**config.mk**
```make
export PLATFORM = sky130hd
export DESIGN_NAME = gig_eth_tx_arb
export DESIGN_NICKNAME = d
export VERILOG_FILES = /design/src/rtl/gig_eth_pkg.sv /design/src/rtl/gig_eth_sat_cnt.sv /design/src/rtl/gig_eth_tx_arb.sv
export SDC_FILE = /design/constraint.sdc
export NUM_CORES = 1
export LEC_CHECK = 0
export ABC_AREA = 1
export ABC_CLOCK_PERIOD_IN_PS = 2550
export BUFFER_PORTS_ARGS = -buffer_cell sky130_fd_sc_hd__buf_4
export CORE_MARGIN = 2
export CORE_UTILIZATION = 55
export CTS_BUF_LIST = sky130_fd_sc_hd__clkbuf_4
export DETAILED_ROUTE_END_ITERATION = 16
export GPL_ROUTABILITY_DRIVEN = 0
export PLACE_DENSITY = 0.78
export SETUP_SLACK_MARGIN = 0.1
export SLEW_MARGIN = 20
export SYNTH_ARGS = -nofsm -noshare
export SYNTH_HDL_FRONTEND = slang
export SYNTH_SLANG_ARGS = --single-unit
```
**constraint.sdc**
```tcl
create_clock -name tx_clk -period 2.55 [get_ports tx_clk]
set_input_delay 0.51 -clock tx_clk [delete_from_list [all_inputs] [get_ports tx_clk]]
set_output_delay 0.51 -clock tx_clk [all_outputs]
set_load 0.05 [all_outputs]
```
**src/rtl/gig_eth_pkg.sv**
```systemverilog
// gig_eth_pkg: shared arbiter state encoding and AXIS byte-lane width for the gigabit TX path
package gig_eth_pkg;
    localparam int AXIS_DW = 8;
    typedef enum logic [1:0] {
        ARB_IDLE  = 2'd0,
        ARB_PASS  = 2'd1,
        ARB_DRAIN = 2'd2,
        ARB_GAP   = 2'd3
    } arb_state_e;
endpackage

```
**src/rtl/gig_eth_sat_cnt.sv**
```systemverilog
// gig_eth_sat_cnt: saturating event counter that sticks at all-ones
module gig_eth_sat_cnt #(
    parameter int CNT_W = 16
) (
    input  logic             tx_clk,
    input  logic             reset,
    input  logic             inc,
    output logic [CNT_W-1:0] cnt
);
    always_ff @(posedge tx_clk) begin
        if (reset)
            cnt <= '0;
        else if (inc && cnt != '1)
            cnt <= cnt + CNT_W'(1);
    end
endmodule

```
**src/rtl/gig_eth_tx_arb.sv**
```systemverilog
// gig_eth_tx_arb: packet-granular two-source arbiter feeding the gigabit MAC TX AXIS port
module gig_eth_tx_arb
    import gig_eth_pkg::*;
#(
    parameter int HI_BURST_MAX = 4,
    parameter int GAP_CYCLES   = 2,
    parameter int CNT_W        = 16
) (
    input  logic               tx_clk,
    input  logic               reset,
    input  logic [AXIS_DW-1:0] s0_axis_tdata,
    input  logic               s0_axis_tvalid,
    input  logic               s0_axis_tlast,
    input  logic               s0_axis_tuser,
    output logic               s0_axis_tready,
    input  logic [AXIS_DW-1:0] s1_axis_tdata,
    input  logic               s1_axis_tvalid,
    input  logic               s1_axis_tlast,
    input  logic               s1_axis_tuser,
    output logic               s1_axis_tready,
    output logic [AXIS_DW-1:0] m_axis_mac_tdata,
    output logic               m_axis_mac_tvalid,
    output logic               m_axis_mac_tlast,
    output logic               m_axis_mac_tuser,
    input  logic               m_axis_mac_tready,
    output logic               grant_sel,
    output logic               busy,
    output logic [CNT_W-1:0]   frames0_cnt,
    output logic [CNT_W-1:0]   frames1_cnt,
    output logic [CNT_W-1:0]   underrun0_cnt,
    output logic [CNT_W-1:0]   underrun1_cnt
);
    arb_state_e         state, state_nxt;
    logic               grant_nxt;
    logic [3:0]         hi_burst_cnt, hi_burst_nxt, gap_cnt, gap_nxt;
    logic [AXIS_DW-1:0] src_tdata;
    logic               src_tvalid, src_tlast, src_tuser, src_tready;
    logic               req1_win, frame_done, underrun;

    assign src_tdata      = grant_sel ? s1_axis_tdata : s0_axis_tdata;
    assign src_tvalid     = grant_sel ? s1_axis_tvalid : s0_axis_tvalid;
    assign src_tlast      = grant_sel ? s1_axis_tlast : s0_axis_tlast;
    assign src_tuser      = grant_sel ? s1_axis_tuser : s0_axis_tuser;
    assign req1_win       = s1_axis_tvalid && (hi_burst_cnt < 4'(HI_BURST_MAX) || !s0_axis_tvalid);
    assign s0_axis_tready = src_tready && !grant_sel;
    assign s1_axis_tready = src_tready && grant_sel;
    assign busy           = state != ARB_IDLE;

    always_ff @(posedge tx_clk) begin
        if (reset) begin
            state        <= ARB_IDLE;
            grant_sel    <= 1'b0;
            hi_burst_cnt <= '0;
            gap_cnt      <= '0;
        end else begin
            state        <= state_nxt;
            grant_sel    <= grant_nxt;
            hi_burst_cnt <= hi_burst_nxt;
            gap_cnt      <= gap_nxt;
        end
    end

    always_comb begin
        state_nxt         = state;
        grant_nxt         = grant_sel;
        hi_burst_nxt      = hi_burst_cnt;
        gap_nxt           = gap_cnt;
        m_axis_mac_tdata  = '0;
        m_axis_mac_tvalid = 1'b0;
        m_axis_mac_tlast  = 1'b0;
        m_axis_mac_tuser  = 1'b0;
        src_tready        = 1'b0;
        frame_done        = 1'b0;
        underrun          = 1'b0;
        case (state)
            ARB_IDLE: begin
                // req1 can only win with s0 waiting while below the burst cap, so the increment never overshoots
                if (req1_win) begin
                    grant_nxt    = 1'b1;
                    hi_burst_nxt = s0_axis_tvalid ? hi_burst_cnt + 4'd1 : 4'd0;
                    state_nxt    = ARB_PASS;
                end else if (s0_axis_tvalid) begin
                    grant_nxt    = 1'b0;
                    hi_burst_nxt = 4'd0;
                    state_nxt    = ARB_PASS;
                end
            end
            ARB_PASS: begin
                m_axis_mac_tvalid = 1'b1;
                if (src_tvalid) begin
                    m_axis_mac_tdata = src_tdata;
                    m_axis_mac_tlast = src_tlast;
                    m_axis_mac_tuser = src_tuser;
                    src_tready       = m_axis_mac_tready;
                    frame_done       = m_axis_mac_tready && src_tlast;
                    state_nxt        = frame_done ? ARB_GAP : ARB_PASS;
                    gap_nxt          = frame_done ? 4'd1 : gap_cnt;
                end else begin
                    // keep tvalid high with a poisoned byte so the MAC aborts rather than ending the frame
                    m_axis_mac_tuser = 1'b1;
                    underrun         = 1'b1;
                    state_nxt        = ARB_DRAIN;
                end
            end
            ARB_DRAIN: begin
                src_tready = 1'b1;
                state_nxt  = src_tvalid && src_tlast ? ARB_GAP : ARB_DRAIN;
                gap_nxt    = src_tvalid && src_tlast ? 4'd1 : gap_cnt;
            end
            ARB_GAP: begin
                state_nxt = gap_cnt == 4'(GAP_CYCLES) ? ARB_IDLE : ARB_GAP;
                gap_nxt   = gap_cnt == 4'(GAP_CYCLES) ? 4'd0 : gap_cnt + 4'd1;
            end
        endcase
    end

    gig_eth_sat_cnt #(.CNT_W(CNT_W)) u_frames0 (
        .tx_clk (tx_clk),
        .reset  (reset),
        .inc    (frame_done && !grant_sel),
        .cnt    (frames0_cnt)
    );

    gig_eth_sat_cnt #(.CNT_W(CNT_W)) u_frames1 (
        .tx_clk (tx_clk),
        .reset  (reset),
        .inc    (frame_done && grant_sel),
        .cnt    (frames1_cnt)
    );

    gig_eth_sat_cnt #(.CNT_W(CNT_W)) u_underrun0 (
        .tx_clk (tx_clk),
        .reset  (reset),
        .inc    (underrun && !grant_sel),
        .cnt    (underrun0_cnt)
    );

    gig_eth_sat_cnt #(.CNT_W(CNT_W)) u_underrun1 (
        .tx_clk (tx_clk),
        .reset  (reset),
        .inc    (underrun && grant_sel),
        .cnt    (underrun1_cnt)
    );
endmodule
```
==> run summary, run 1 <==
Once the floorplan was initialized, standard cells occupied 57.0% of the core. After synthesis, the share of flip-flops with an asynchronous set or reset is 0%. Number of cells on the worst reg-to-reg path: 10. The floorplan step set the die height to 96.5 um. VDD sags by at most 0.258 mV. After synthesis, the most frequently instantiated cells are sky130_fd_sc_hd__nand2_1 (297), sky130_fd_sc_hd__nor2_1 (111), sky130_fd_sc_hd__dfxtp_1 (75). Setup repair after global routing left no endpoint under its margin. Port buffering added 103 buffers. The worst pin sits at a relative slew slack of 54.9%. Including well taps, the total number of placed cells is 976. Along the worst path, the maximum fanout reaches 18. After clock tree synthesis, the clock-pin slew on the worst setup and hold paths is 0.13 ns. Hold buffer count at CTS: 0.

By area the synthesized netlist is led by sky130_fd_sc_hd__dfxtp_1 (32%), sky130_fd_sc_hd__nand2_1 (24%), sky130_fd_sc_hd__nor2_1 (8.9%). Counting flops with a built-in enable in the synthesized netlist gives 0. The detailed-route DRC error count came out at 0. The endpoint of the worst-slack reg-to-reg timing path is u_underrun0.cnt[7]. Wires add up to 11.9 mm. The worst slack on hold paths was 0.377 ns; the total chip power was 2.70 mW. STA classifies the critical path endpoint as an output port. The run gives 0 as the count of endpoints failing hold in the final timing report.

0 antenna diodes ended up in the layout. The count of nets left with antenna violations once routing finished came out at 0. Leading cell type by number of instances after synthesis: sky130_fd_sc_hd__nand2_1.

In this run the mean area of a mapped cell was 6.01 sq um. For this run, the number of Yosys warnings is 0. The synthesized design contains 75 register bits. The run gives 820 as the number of nets produced by synthesis.

Row generation in the floorplan step produced 33 rows. The most frequently used flop master after synthesis is sky130_fd_sc_hd__dfxtp_1. The power per standard cell area was 468 nW/um^2; the distinct cell type count after synthesis was 26. Final-report max-slew violation count: 0. The critical path is of the reg -> out type. At the end of the flow the core is filled with cells to 70.0%.

In the final routed layout, each cell accounts on average for 12.0 um. The logs give 3 for the H-tree depth reported by CTS and 0.60 ns for the register-to-register setup slack. Category of the worst setup path launch point: a flop.

Largest net degree at the start of global routing: 60. The mapped cell area is 4700 sq um, and the core region area is 8260 sq um. TritonCTS built the clock tree.

The number of setup violations in the final report came out at 0. For the worst setup path, the data required time is 2.04 ns. The synthesized design devotes to its leading area cell type 31.9% of total area. The number of antenna violations at the first check in global routing came out at 0. The number of global-route vias before repair is 4553, and the worst setup skew after layout is 0.0210 ns.

The startpoint identified for the worst register-to-register timing path is u_underrun0.cnt[0]. The tools report the aggregate global-route resource usage as 26.2%. For this run, the register share of the synthesized area comes to 31.9%. The transition time of the tightest slew-check pin is 0.677 ns. The first global-routing pass estimated 19.7 mm of wire. For this run, the top clock speed supported by timing is 436 MHz.

The min-delay analysis places its worst path in the category in -> reg. The critical path starts at grant_sel. At the end of the flow, the number of nets in the layout was 919.

The tools report the global route total overflow as 0. In this run the static leakage power is 2.46 nW. The half-perimeter wire length after placement is 8.53 mm, and the proportion of layout cells with a drive suffix above 1 is 15.8%. The cell count after synthesis is 783. For this design the top-level I/O count stands at 104. The portion of the clock cycle consumed by the worst path in the final layout was 89.9%. The area of the die came out at 9310 sq um. The tree is rooted in a sky130_fd_sc_hd__clkbuf_4. The critical path endpoint is s1_axis_tready.

CTS saw 75 sinks. The iteration-0 DRC count of the detailed router came out at 191. The tools report the final standard cell count with taps included and fillers excluded as 992. The layout overhead on the synthesized area was 22.9%; the floorplan die width was 96.5 um. For this run, the detailed router's first-pass iteration total came to 5.

The flow ran to the end, and the final reports show no timing, DRC or antenna violations. The worst path in the final design needs a cycle of 2.29 ns, including I/O delays and setup. The latest clock arrival within the worst-skew pair was 0.43 ns; the average vias per placed instance was 5.21. The logs give 0 ns for the final-layout setup total negative slack and 0 for the max capacitance violation total.

Counting along the longest clock path gives a buffer depth of 2. The detailed router placed 5173 vias in this run. The arrival time at the worst endpoint came out at 1.78 ns.

The number of buffers inserted during clock tree synthesis was 9. Cell accounting for the most synthesized area: sky130_fd_sc_hd__dfxtp_1.
-- layer usage --
metal / routed length, um / share of wire (%) / GRT usage, %
met1: 5360 / 45 / 31.8
met2: 5760 / 48 / 46.2
met3: 639 / 5.4 / 4.58
met4: 185 / 1.5 / 10.1
met5: 0 / 0 / 0
-- layout by cell type (no fill, tap or decap), types with 2 or more instances in the layout --
master / count
sky130_fd_sc_hd__a21oi_1: 66
sky130_fd_sc_hd__buf_4: 108
sky130_fd_sc_hd__bufinv_16: 4
sky130_fd_sc_hd__clkbuf_4: 10
sky130_fd_sc_hd__clkinv_1: 2
sky130_fd_sc_hd__clkinv_4: 2
sky130_fd_sc_hd__dfxtp_1: 75
sky130_fd_sc_hd__ha_1: 11
sky130_fd_sc_hd__inv_1: 73
sky130_fd_sc_hd__inv_2: 2
sky130_fd_sc_hd__nand2_1: 297
sky130_fd_sc_hd__nand3_1: 42
sky130_fd_sc_hd__nand3_4: 2
sky130_fd_sc_hd__nand3b_1: 2
sky130_fd_sc_hd__nand4_1: 27
sky130_fd_sc_hd__nor2_1: 109
sky130_fd_sc_hd__nor2_2: 6
sky130_fd_sc_hd__nor2_4: 2
sky130_fd_sc_hd__nor3_1: 3
sky130_fd_sc_hd__o21ai_0: 13
sky130_fd_sc_hd__o21ai_1: 2
sky130_fd_sc_hd__xnor2_1: 11
sky130_fd_sc_hd__xor2_1: 13
-- sequential cells by signal (all words and copies together), names as in the netlist --
| name | flops |
|---|---|
| u_frames1.cnt | 16 |
| u_underrun1.cnt | 16 |
| state | 2 |
| gap_cnt | 4 |
| hi_burst_cnt | 4 |
| grant_sel | 1 |
| u_underrun0.cnt | 16 |
| u_frames0.cnt | 16 |
-- area by class of cell --
type	instances	area [sq um]
clock buffer	10	75.1
clock inverter	6	138
fill	778	2470
inverter	77	289
multi-input combinational	611	2840
sequential	75	1500
tap	105	131
timing repair buffer	108	811
-- cells by family after synthesis --
kind of cell	Yosys count	share of synthesized area, %
simple gates	493	43.5
buf+inv	97	8.14
compound gates	82	8.80
flops	75	31.9
xor+xnor	24	4.47
fa+ha+maj	12	3.19
-- report_power, final --
| group | internal [mW] | switching [mW] |
|---|---|---|
| sequential | 1.19 | 0.0189 |
| combinational | 0.132 | 0.301 |
| clock | 0.610 | 0.453 |
-- through the flow --
step | cell area (sq um) | setup slack (ns)
floorplan | 4710 | -0.150
global placement | 5560 | 0.556
detailed placement | 5560 | 0.538
CTS | 5770 | 0.152
global route | 5780 | 0.108
finish | 5780 | 0.257
-- repair_timing --
action	4_1_cts	5_1_grt
resized for setup	1	2
setup endpoints to repair	2	11
setup buffers	0	0
-- worst min path at each step --
| stage | start | endpoint | slack, ns | depth (start not counted) |
|---|---|---|---|---|
| after detailed placement | hi_burst_cnt[3] | hi_burst_cnt[3] | 0.43 | 2 |
| after floorplan | hi_burst_cnt[3] | hi_burst_cnt[3] | 0.42 | 2 |
| final | s0_axis_tvalid | hi_burst_cnt[0] | 0.38 | 3 |
| after global routing | s0_axis_tvalid | hi_burst_cnt[0] | 0.37 | 3 |
| after CTS | s0_axis_tvalid | hi_burst_cnt[0] | 0.36 | 3 |
| after global placement | hi_burst_cnt[3] | hi_burst_cnt[3] | 0.43 | 2 |
-- worst max-delay path: stages (launching register included) --
cell and delay, ns:
sky130_fd_sc_hd__dfxtp_1 0.35, sky130_fd_sc_hd__inv_2 0.28, sky130_fd_sc_hd__nand2_2 0.12, sky130_fd_sc_hd__nand3_2 0.09, sky130_fd_sc_hd__nor2_1 0.04, sky130_fd_sc_hd__o21ai_1 0.24, sky130_fd_sc_hd__nor2_2 0.05, sky130_fd_sc_hd__buf_4 0.19
No activity file was read; power rests on OpenSTA's default activity.
==> run 2, diff against run 1 <==
--- a/config.mk
+++ b/config.mk
@@ -5,7 +5,6 @@
 export SDC_FILE = /design/constraint.sdc
 export NUM_CORES = 1
 export LEC_CHECK = 0
-export ABC_AREA = 1
 export ABC_CLOCK_PERIOD_IN_PS = 2550
 export BUFFER_PORTS_ARGS = -buffer_cell sky130_fd_sc_hd__buf_4
 export CORE_MARGIN = 2
@@ -13,7 +12,7 @@
 export CTS_BUF_LIST = sky130_fd_sc_hd__clkbuf_4
 export DETAILED_ROUTE_END_ITERATION = 16
 export GPL_ROUTABILITY_DRIVEN = 0
-export PLACE_DENSITY = 0.78
+export PLACE_DENSITY = 0.83
 export SETUP_SLACK_MARGIN = 0.1
 export SLEW_MARGIN = 20
 export SYNTH_ARGS = -nofsm -noshare
==> run summary, run 2 <==
The flow ran to the end, and the final reports show no timing, DRC or antenna violations. The routed length per instance was 13.8 um (+14%); the detailed-route DRC error count was 0 (unchanged). The power per standard cell area works out to 485 nW/um^2 (+3.6%). The clock net sink count is 75 (unchanged), and the total routed wirelength is 9.39 mm (-21%).

The endpoint of the worst-slack reg-to-reg timing path is gap_cnt[3]. CTS clock-pin slew for the worst setup and hold paths: 0.12 ns (about the same). By area the synthesized netlist is led by sky130_fd_sc_hd__dfxtp_1 (37%), sky130_fd_sc_hd__nor2_1 (7.7%), sky130_fd_sc_hd__xor2_1 (4.6%). The floorplan row count is 31 (-6.1%), and the final core utilization is 70.9% (+0.83 points). The area of the die is 8010 sq um (-14%), and the minimum period implied by the final worst setup slack is 2.36 ns (+0.0640 ns). The tools report the initial core utilization as 56.1% (-0.91 points).

The portion of the clock cycle consumed by the worst path in the final layout is 92.4% (+2.5 points). The flip-flop and latch count after synthesis was 75 (unchanged); the iteration-0 DRC count of the detailed router was 136 (-29%). The tools report the global-route wire length before repair as 15.4 mm (-22%).

The run gives 0.45 ns (-0.15 ns) as the register-to-register setup slack. The slowest stage of the critical path is the sky130_fd_sc_hd__dfxtp_1 cell. The tools report the distinct cell type count after synthesis as 55 (+110%). Walking the worst path, the cells encountered are inv_1, ha_1, a31oi_1, and3b_1, buf_4. Largest stage delay on the critical path: 0.43 ns (+0.08 ns).

In the layout the commonest cells are sky130_fd_sc_hd__buf_4 (105), sky130_fd_sc_hd__nor2_1 (76), sky130_fd_sc_hd__dfxtp_1 (75). Core region area: 7180 sq um (-13%). The average vias per placed instance was 5.57 (+6.8%); the remaining max-slew budget at the tightest pin was 47.9% (-7.0 points). The floorplan die width is 89.5 um (-7.2%).

In the synthesized netlist the dominant register cell turns out to be sky130_fd_sc_hd__dfxtp_1. The critical path starts at state[0]. The type of destination of the critical path is an output port.

For the routing usage on met1, the log shows 29.5% (-2.3 points). The total chip power was 2.46 mW (-8.9%); the H-tree depth reported by CTS was 3 (unchanged). The library cell used most frequently in the layout, excluding fill and tap cells, is sky130_fd_sc_hd__buf_4. The number of warnings printed during yosys synthesis is 0 (unchanged), and the transition time of the tightest slew-check pin is 0.775 ns (+0.0981 ns).

The hold buffer count at CTS is 0 (unchanged), and the routing usage on met3 is 3.69% (-0.88 points). The final-report max-slew violation count is 0 (unchanged), and the max capacitance violation total is 0 (unchanged). The tools report the count of antenna-violating nets left after detailed routing as 0 (unchanged). The path class of the tightest hold or removal check is in -> reg.

The tools report the worst ir drop on vdd as 0.309 mV (+20%). For the worst-case clock buffer depth, the log shows 2 (unchanged). The arrival time at the worst endpoint was 1.85 ns (+0.07 ns). The run gives 9 (unchanged) as the number of buffers inserted during clock tree synthesis. TritonCTS built the clock tree. Setup repair after global routing left no endpoint under its margin. The chip height was 89.5 um (-7.2%).

Among all cell types in the netlist, the one instantiated most often is sky130_fd_sc_hd__nor2_1. The number of antenna violations at the first check in global routing is 0 (unchanged), and the post-route cell area is 5080 sq um (-12%). The clock root buffer was sky130_fd_sc_hd__clkbuf_4. The tools report the total leakage power as 2.08 nW (-15%). For the worst setup skew after layout, the log shows 0.0133 ns (-0.00768 ns).

The maximum achievable frequency is 424 MHz (-2.7%), and the number of setup violations in the final report is 0 (unchanged). The total via count after detailed routing is 3792 (-27%). The share of the synthesized area in the top cell type is 37.3% (+5.4 points). The number of port buffers came out at 103 (unchanged). The synthesized area divided by synthesized cell count is 8.42 sq um (+40%), and the half-perimeter wire length after placement is 6.89 mm (-19%). The logs give 42.2% (-4.0 points) for the met2 track utilization from global routing and 515 (-37%) for the number of nets produced by synthesis.

The proportion of layout cells with a drive suffix above 1 came out at 24.6% (+8.8 points). The number of cells on the worst reg-to-reg path was 6 (-4). The fraction of the yosys area taken by sequential cells is 37.3% (+5.4 points).

The layer flagged by global routing as most heavily used is met2. The number of placed cells counting well taps was 666 (-32%); the register area was 1500 sq um (unchanged). The number of fill cells in the layout is 588 (-24%). The run gives 52 (-13%) as the largest net degree at the start of global routing. Largest fanout of any net on the critical path: 4 (-14). The latest clock arrival within the worst-skew pair is 0.40 ns (-0.03 ns).

The cell area reported after detailed placement is 4890 sq um (-12%), and the number of diodes added for antenna fixing is 0 (unchanged). Start-to-end type of the worst setup path: reg -> out. The largest total area in the synthesized netlist belongs to sky130_fd_sc_hd__dfxtp_1.

The iteration count of the initial detailed-routing pass is 4 (-1). The count of endpoints failing hold in the final timing report is 0 (unchanged). The tools report the data required time of the critical path as 2.04 ns (about the same). The net total in the final layout is 615 (-33%). The tools report the final standard cell count with taps included and fillers excluded as 681 (-31%). The tools report the top-level port count as 104 (unchanged).

The tools report the cell count after synthesis as 478 (-39%). In the synthesized netlist, the cells that appear most often are sky130_fd_sc_hd__nor2_1 (83), sky130_fd_sc_hd__dfxtp_1 (75), sky130_fd_sc_hd__nand2_1 (32). The mapped cell area was 4020 sq um (-14%). In this run the worst setup path terminates at s1_axis_tready. The number of global-route vias before repair is 3453 (-24%), and the number of synthesized flops with an enable pin is 0 (unchanged).

The global route total overflow was 0 (unchanged); the layout overhead on the synthesized area was 26.4%. Share of synthesized flip-flops with an asynchronous set or reset: 0% (unchanged). The category of the worst setup path launch point was a flop. The startpoint of the worst register-to-register path was state[0]. The area used by multi-input combinational logic came out at 2430 sq um (-14%). The run gives 23.8% (-2.4 points) as the aggregate global-route resource usage.
-- run 2: cell count changes in the layout (fill, tap and decap cells not counted), sizes merged, moves of 9 or more --
cell / change
nand3: -25
mux2i: +14
and3: +11
inv: -63
a21oi: -51
nor2: -33
nor3: +9
and4: +12
nand2: -266
-- run 2: metrics by stage --
stage	TNS [ns]	hold slack, ns	worst slack, ns
CTS	0	0.433	0.186
global route	0	0.477	0.114
finish	0	0.449	0.193
global placement	0	0.469	0.400
detailed placement	0	0.479	0.258
floorplan	-0.103	0.458	-0.0516
-- run 2: cell type report --
| class | count | share of cell area [%] |
|---|---|---|
| repair buffers | 106 | 15.9 |
| inverters | 12 | 0.886 |
| well taps | 99 | 2.44 |
| flip-flops and latches | 75 | 29.5 |
| clock buffers | 10 | 1.48 |
| clock inverters | 5 | 2.02 |
| multi-input cells | 374 | 47.8 |
-- run 2: worst min path at each step --
| stage | start | to | slack, ns | cells after the start |
|---|---|---|---|---|
| floorplan | gap_cnt[3] | gap_cnt[3] | 0.46 | 2 |
| global placement | gap_cnt[3] | gap_cnt[3] | 0.47 | 2 |
| detailed placement | gap_cnt[3] | gap_cnt[3] | 0.48 | 2 |
| CTS | s1_axis_tvalid | grant_sel | 0.43 | 3 |
| global route | s1_axis_tvalid | grant_sel | 0.48 | 3 |
| finish | s1_axis_tvalid | grant_sel | 0.45 | 3 |
-- run 2: cell families after synthesis --
| logic type | share of synthesized area (%) |
|---|---|
| compound gates | 10.5 |
| xor+xnor | 8.27 |
| fa+ha+maj | 3.73 |
| buf+inv | 3.23 |
| flops | 37.3 |
| mux | 4.32 |
| simple gates | 32.6 |
-- run 2: critical path, delay by kind of cell, from the launching register on --
| kind | cells | cell delay (ns) |
|---|---|---|
| simple gates | 1 | 0.21 |
| compound gates | 1 | 0.24 |
| fa+ha+maj | 1 | 0.26 |
| buf+inv | 2 | 0.31 |
| flops | 1 | 0.43 |
-- run 2: what timing repair did --
| item | CTS | global route |
|---|---|---|
| setup buffers | 0 | 0 |
| setup endpoints to repair | 11 | 7 |
| gates resized for setup | 2 | 1 |
-- run 2: routing by layer --
layer / vias to the layer above / share of wire [%]
met5: - / 0
met4: 0 / 1.1
met3: 9 / 3.4
met2: 80 / 50
met1: 1789 / 46
li1: 1914 / -
-- run 2: where the power goes --
group          leakage [nW]  total [mW]  switching, mW  internal, mW
Combinational          1.38       0.360          0.232         0.128
Clock                0.0941       0.904          0.403         0.501
Sequential            0.605        1.20         0.0159          1.18
Total                  2.08        2.46          0.650          1.81
==> run 3, diff against run 2 <==
--- a/config.mk
+++ b/config.mk
@@ -6,7 +6,7 @@
 export NUM_CORES = 1
 export LEC_CHECK = 0
 export ABC_CLOCK_PERIOD_IN_PS = 2550
-export BUFFER_PORTS_ARGS = -buffer_cell sky130_fd_sc_hd__buf_4
+export BUFFER_PORTS_ARGS = -buffer_cell sky130_fd_sc_hd__buf_2
 export CORE_MARGIN = 2
 export CORE_UTILIZATION = 55
 export CTS_BUF_LIST = sky130_fd_sc_hd__clkbuf_4
==> run summary, run 3 (same netlist as run 2, synthesis figures left out) <==
For the data required time of the critical path, the log shows 2.04 ns (about the same). Floorplan die width: 89.5 um (unchanged). Walking the worst path, the cells encountered are inv_1, ha_1, a31oi_1, and3b_1, buf_2. For the H-tree depth reported by CTS, the log shows 3 (unchanged).

The total chip power is 2.37 mW (-3.7%). The chip height is 89.5 um (unchanged), and the post-route cell area is 4830 sq um (-4.9%). Iteration count of the initial detailed-routing pass: 6 (+2). The cell area reported after detailed placement is 4650 sq um (-4.9%), and the total via count after detailed routing is 3872 (+2.1%). The aggregate global-route resource usage is 23.5% (-0.31 points), and the detailed-route DRC error count is 0 (unchanged).

The tools report the count of endpoints failing hold in the final timing report as 0 (unchanged). The arrival time at the worst endpoint is 1.84 ns (about the same), and the final core utilization is 67.4% (-3.5 points). The final standard cell count with taps included and fillers excluded was 686 (+0.73%); the post-CTS setup buffer count was 0 (unchanged).

The minimum period implied by the final worst setup slack works out to 2.35 ns (-0.00397 ns). For this design, the slowest cell found on the critical path is sky130_fd_sc_hd__dfxtp_1. The final-layout setup total negative slack was 0 ns (unchanged); the layout overhead on the synthesized area was 20.2%.

The slack of the critical path is 0.197 ns (+0.00397 ns), and the worst ir drop on vdd is 0.409 mV (+33%). The run gives 9 (unchanged) as the number of buffers inserted during clock tree synthesis. The worst-case clock buffer depth is 2 (unchanged). TritonCTS built the clock tree. The tools report the core region area as 7180 sq um (unchanged). The logs give 8010 sq um (unchanged) for the area of the die and 31 (unchanged) for the floorplan row count.

The tools report the number of antenna violations at the first check in global routing as 0 (unchanged). For the global-route wire length before repair, the log shows 15.0 mm (-2.3%). Leaving out fill and tap cells, the most frequent cells in the layout are sky130_fd_sc_hd__buf_2 (103), sky130_fd_sc_hd__nor2_1 (76), sky130_fd_sc_hd__dfxtp_1 (74). The cell type group with the largest total delay on the critical path is flip-flops. The tools report the number of placed cells counting well taps as 670 (+0.60%). The count of antenna-violating nets left after detailed routing was 0 (unchanged). The number of global-route vias before repair came out at 3466 (+0.38%). The routed length per instance is 13.7 um (-0.50%), and the largest fanout of any net on the critical path is 4 (unchanged).

The number of diodes added for antenna fixing was 0 (unchanged). The average vias per placed instance was 5.64 (+1.4%). The run finished with clean final reports. The worst setup skew after layout came out at 0.0180 ns (+0.00465 ns). For the number of setup violations in the final report, the log shows 0 (unchanged). The top-level port count was 104 (unchanged). The logs give 2.07 nW (-0.51%) for the total leakage power and 425 MHz (+0.17%) for the maximum achievable frequency. The transition time of the tightest slew-check pin came out at 0.824 ns (+0.0498 ns).

Half-perimeter wire length after placement: 6.96 mm (+1.0%). The start-to-end type of the worst setup path was reg -> out. For the latest clock arrival within the worst-skew pair, the log shows 0.41 ns (about the same). The total routed wirelength is 9.41 mm (+0.23%), and the proportion of layout cells with a drive suffix above 1 is 25.4% (+0.81 points). The portion of the clock cycle consumed by the worst path in the final layout came out at 92.3% (-0.16 points).

The CTS clock-pin slew for the worst setup and hold paths came out at 0.13 ns (about the same). STA classifies the critical path endpoint as an output port. The tools report the initial core utilization as 56.1% (unchanged). The leading cell type in the layout, fill and taps excluded is sky130_fd_sc_hd__buf_2. The max capacitance violation total was 0 (unchanged); the power per standard cell area was 491 nW/um^2 (+1.3%). The largest stage delay on the critical path came out at 0.41 ns (-0.02 ns). Clock tree synthesis selected as its root buffer the cell sky130_fd_sc_hd__clkbuf_4.

The logs give 0.238 ns (-0.0191 ns) for the worst setup slack before clock tree synthesis and 592 (+0.68%) for the number of fill cells in the layout. STA classifies the critical path startpoint as a flop. The sum of buffers and inverters on the critical path is 2 (unchanged).

Setup repair after global routing could not meet its margin everywhere. For the final-report max-slew violation count, the log shows 0 (unchanged). The net total in the final layout is 619 (+0.65%), and the largest net degree at the start of global routing is 25 (-52%). The global route total overflow came out at 0 (unchanged).

The number of port buffers is 103 (unchanged), and the clock net sink count is 75 (unchanged). The worst slack on hold paths is 0.496 ns (+0.0471 ns). In this run the worst hold path is classified as in -> reg.

The iteration-0 DRC count of the detailed router is 161 (+18%). The tools report the remaining max-slew budget at the tightest pin as 44.5% (-3.4 points).
-- run 3: cell count changes in the layout (fill, tap and decap cells not counted) --
cell                         delta
sky130_fd_sc_hd__buf_4         -98
sky130_fd_sc_hd__inv_8          +1
sky130_fd_sc_hd__dfxtp_1        -1
sky130_fd_sc_hd__inv_6          +1
sky130_fd_sc_hd__clkbuf_4       -1
sky130_fd_sc_hd__dfxtp_2        +1
sky130_fd_sc_hd__bufinv_16      -1
sky130_fd_sc_hd__clkinvlp_4     +2
sky130_fd_sc_hd__clkinv_4       -1
sky130_fd_sc_hd__buf_2        +103
sky130_fd_sc_hd__buf_12         -1
-- run 3: path summary, 6_finish.rpt --
path	from	to	slack, ns	cells after the start
setup / recovery	state[0]	s1_axis_tready	0.20	5
setup reg to reg	state[1]	u_underrun0.cnt[15]	0.37	7
hold / removal	s1_axis_tvalid	grant_sel	0.50	3
hold reg to reg	gap_cnt[3]	gap_cnt[3]	0.51	2
-- run 3: area by class of cell --
cell class / count / area, sq um / area share [%]
inverter: 12 / 45.0 / 0.932
clock buffer: 9 / 67.6 / 1.40
multi-input combinational: 374 / 2430 / 50.2
timing repair buffer: 110 / 568 / 11.7
clock inverter: 7 / 98.8 / 2.04
sequential: 75 / 1500 / 31.1
tap: 99 / 124 / 2.56
-- run 3: layer usage --
metal | part of all wire [%] | global-route usage (%) | up-vias
met5 | 0 | 0 | -
met4 | 0.98 | 8.55 | 0
met3 | 4.2 | 4.71 | 10
met2 | 52 | 41.9 | 105
met1 | 43 | 27.9 | 1831
li1 | - | - | 1926
-- run 3: worst reg2reg max path, cell delays in order, from the launching register on --
cell and delay, ns:
sky130_fd_sc_hd__dfxtp_1 0.36, sky130_fd_sc_hd__inv_1 0.14, sky130_fd_sc_hd__ha_4 0.25, sky130_fd_sc_hd__nor3b_1 0.33, sky130_fd_sc_hd__and3_1 0.36, sky130_fd_sc_hd__nor2b_1 0.31, sky130_fd_sc_hd__a31oi_1 0.14, sky130_fd_sc_hd__a211oi_1 0.21
-- run 3: where the power goes --
part	leakage, nW	total [mW]	switching (mW)	internal [mW]
logic	1.38	0.332	0.228	0.105
registers	0.605	1.20	0.0165	1.18
clock network	0.0821	0.840	0.436	0.404
-- run 3: timing repair --
item / CTS / global route
pin swaps: 0 / 0
gates resized for setup: 2 / 2
hold buffers: 0 / 0
endpoints found under the setup margin: 11 / 11
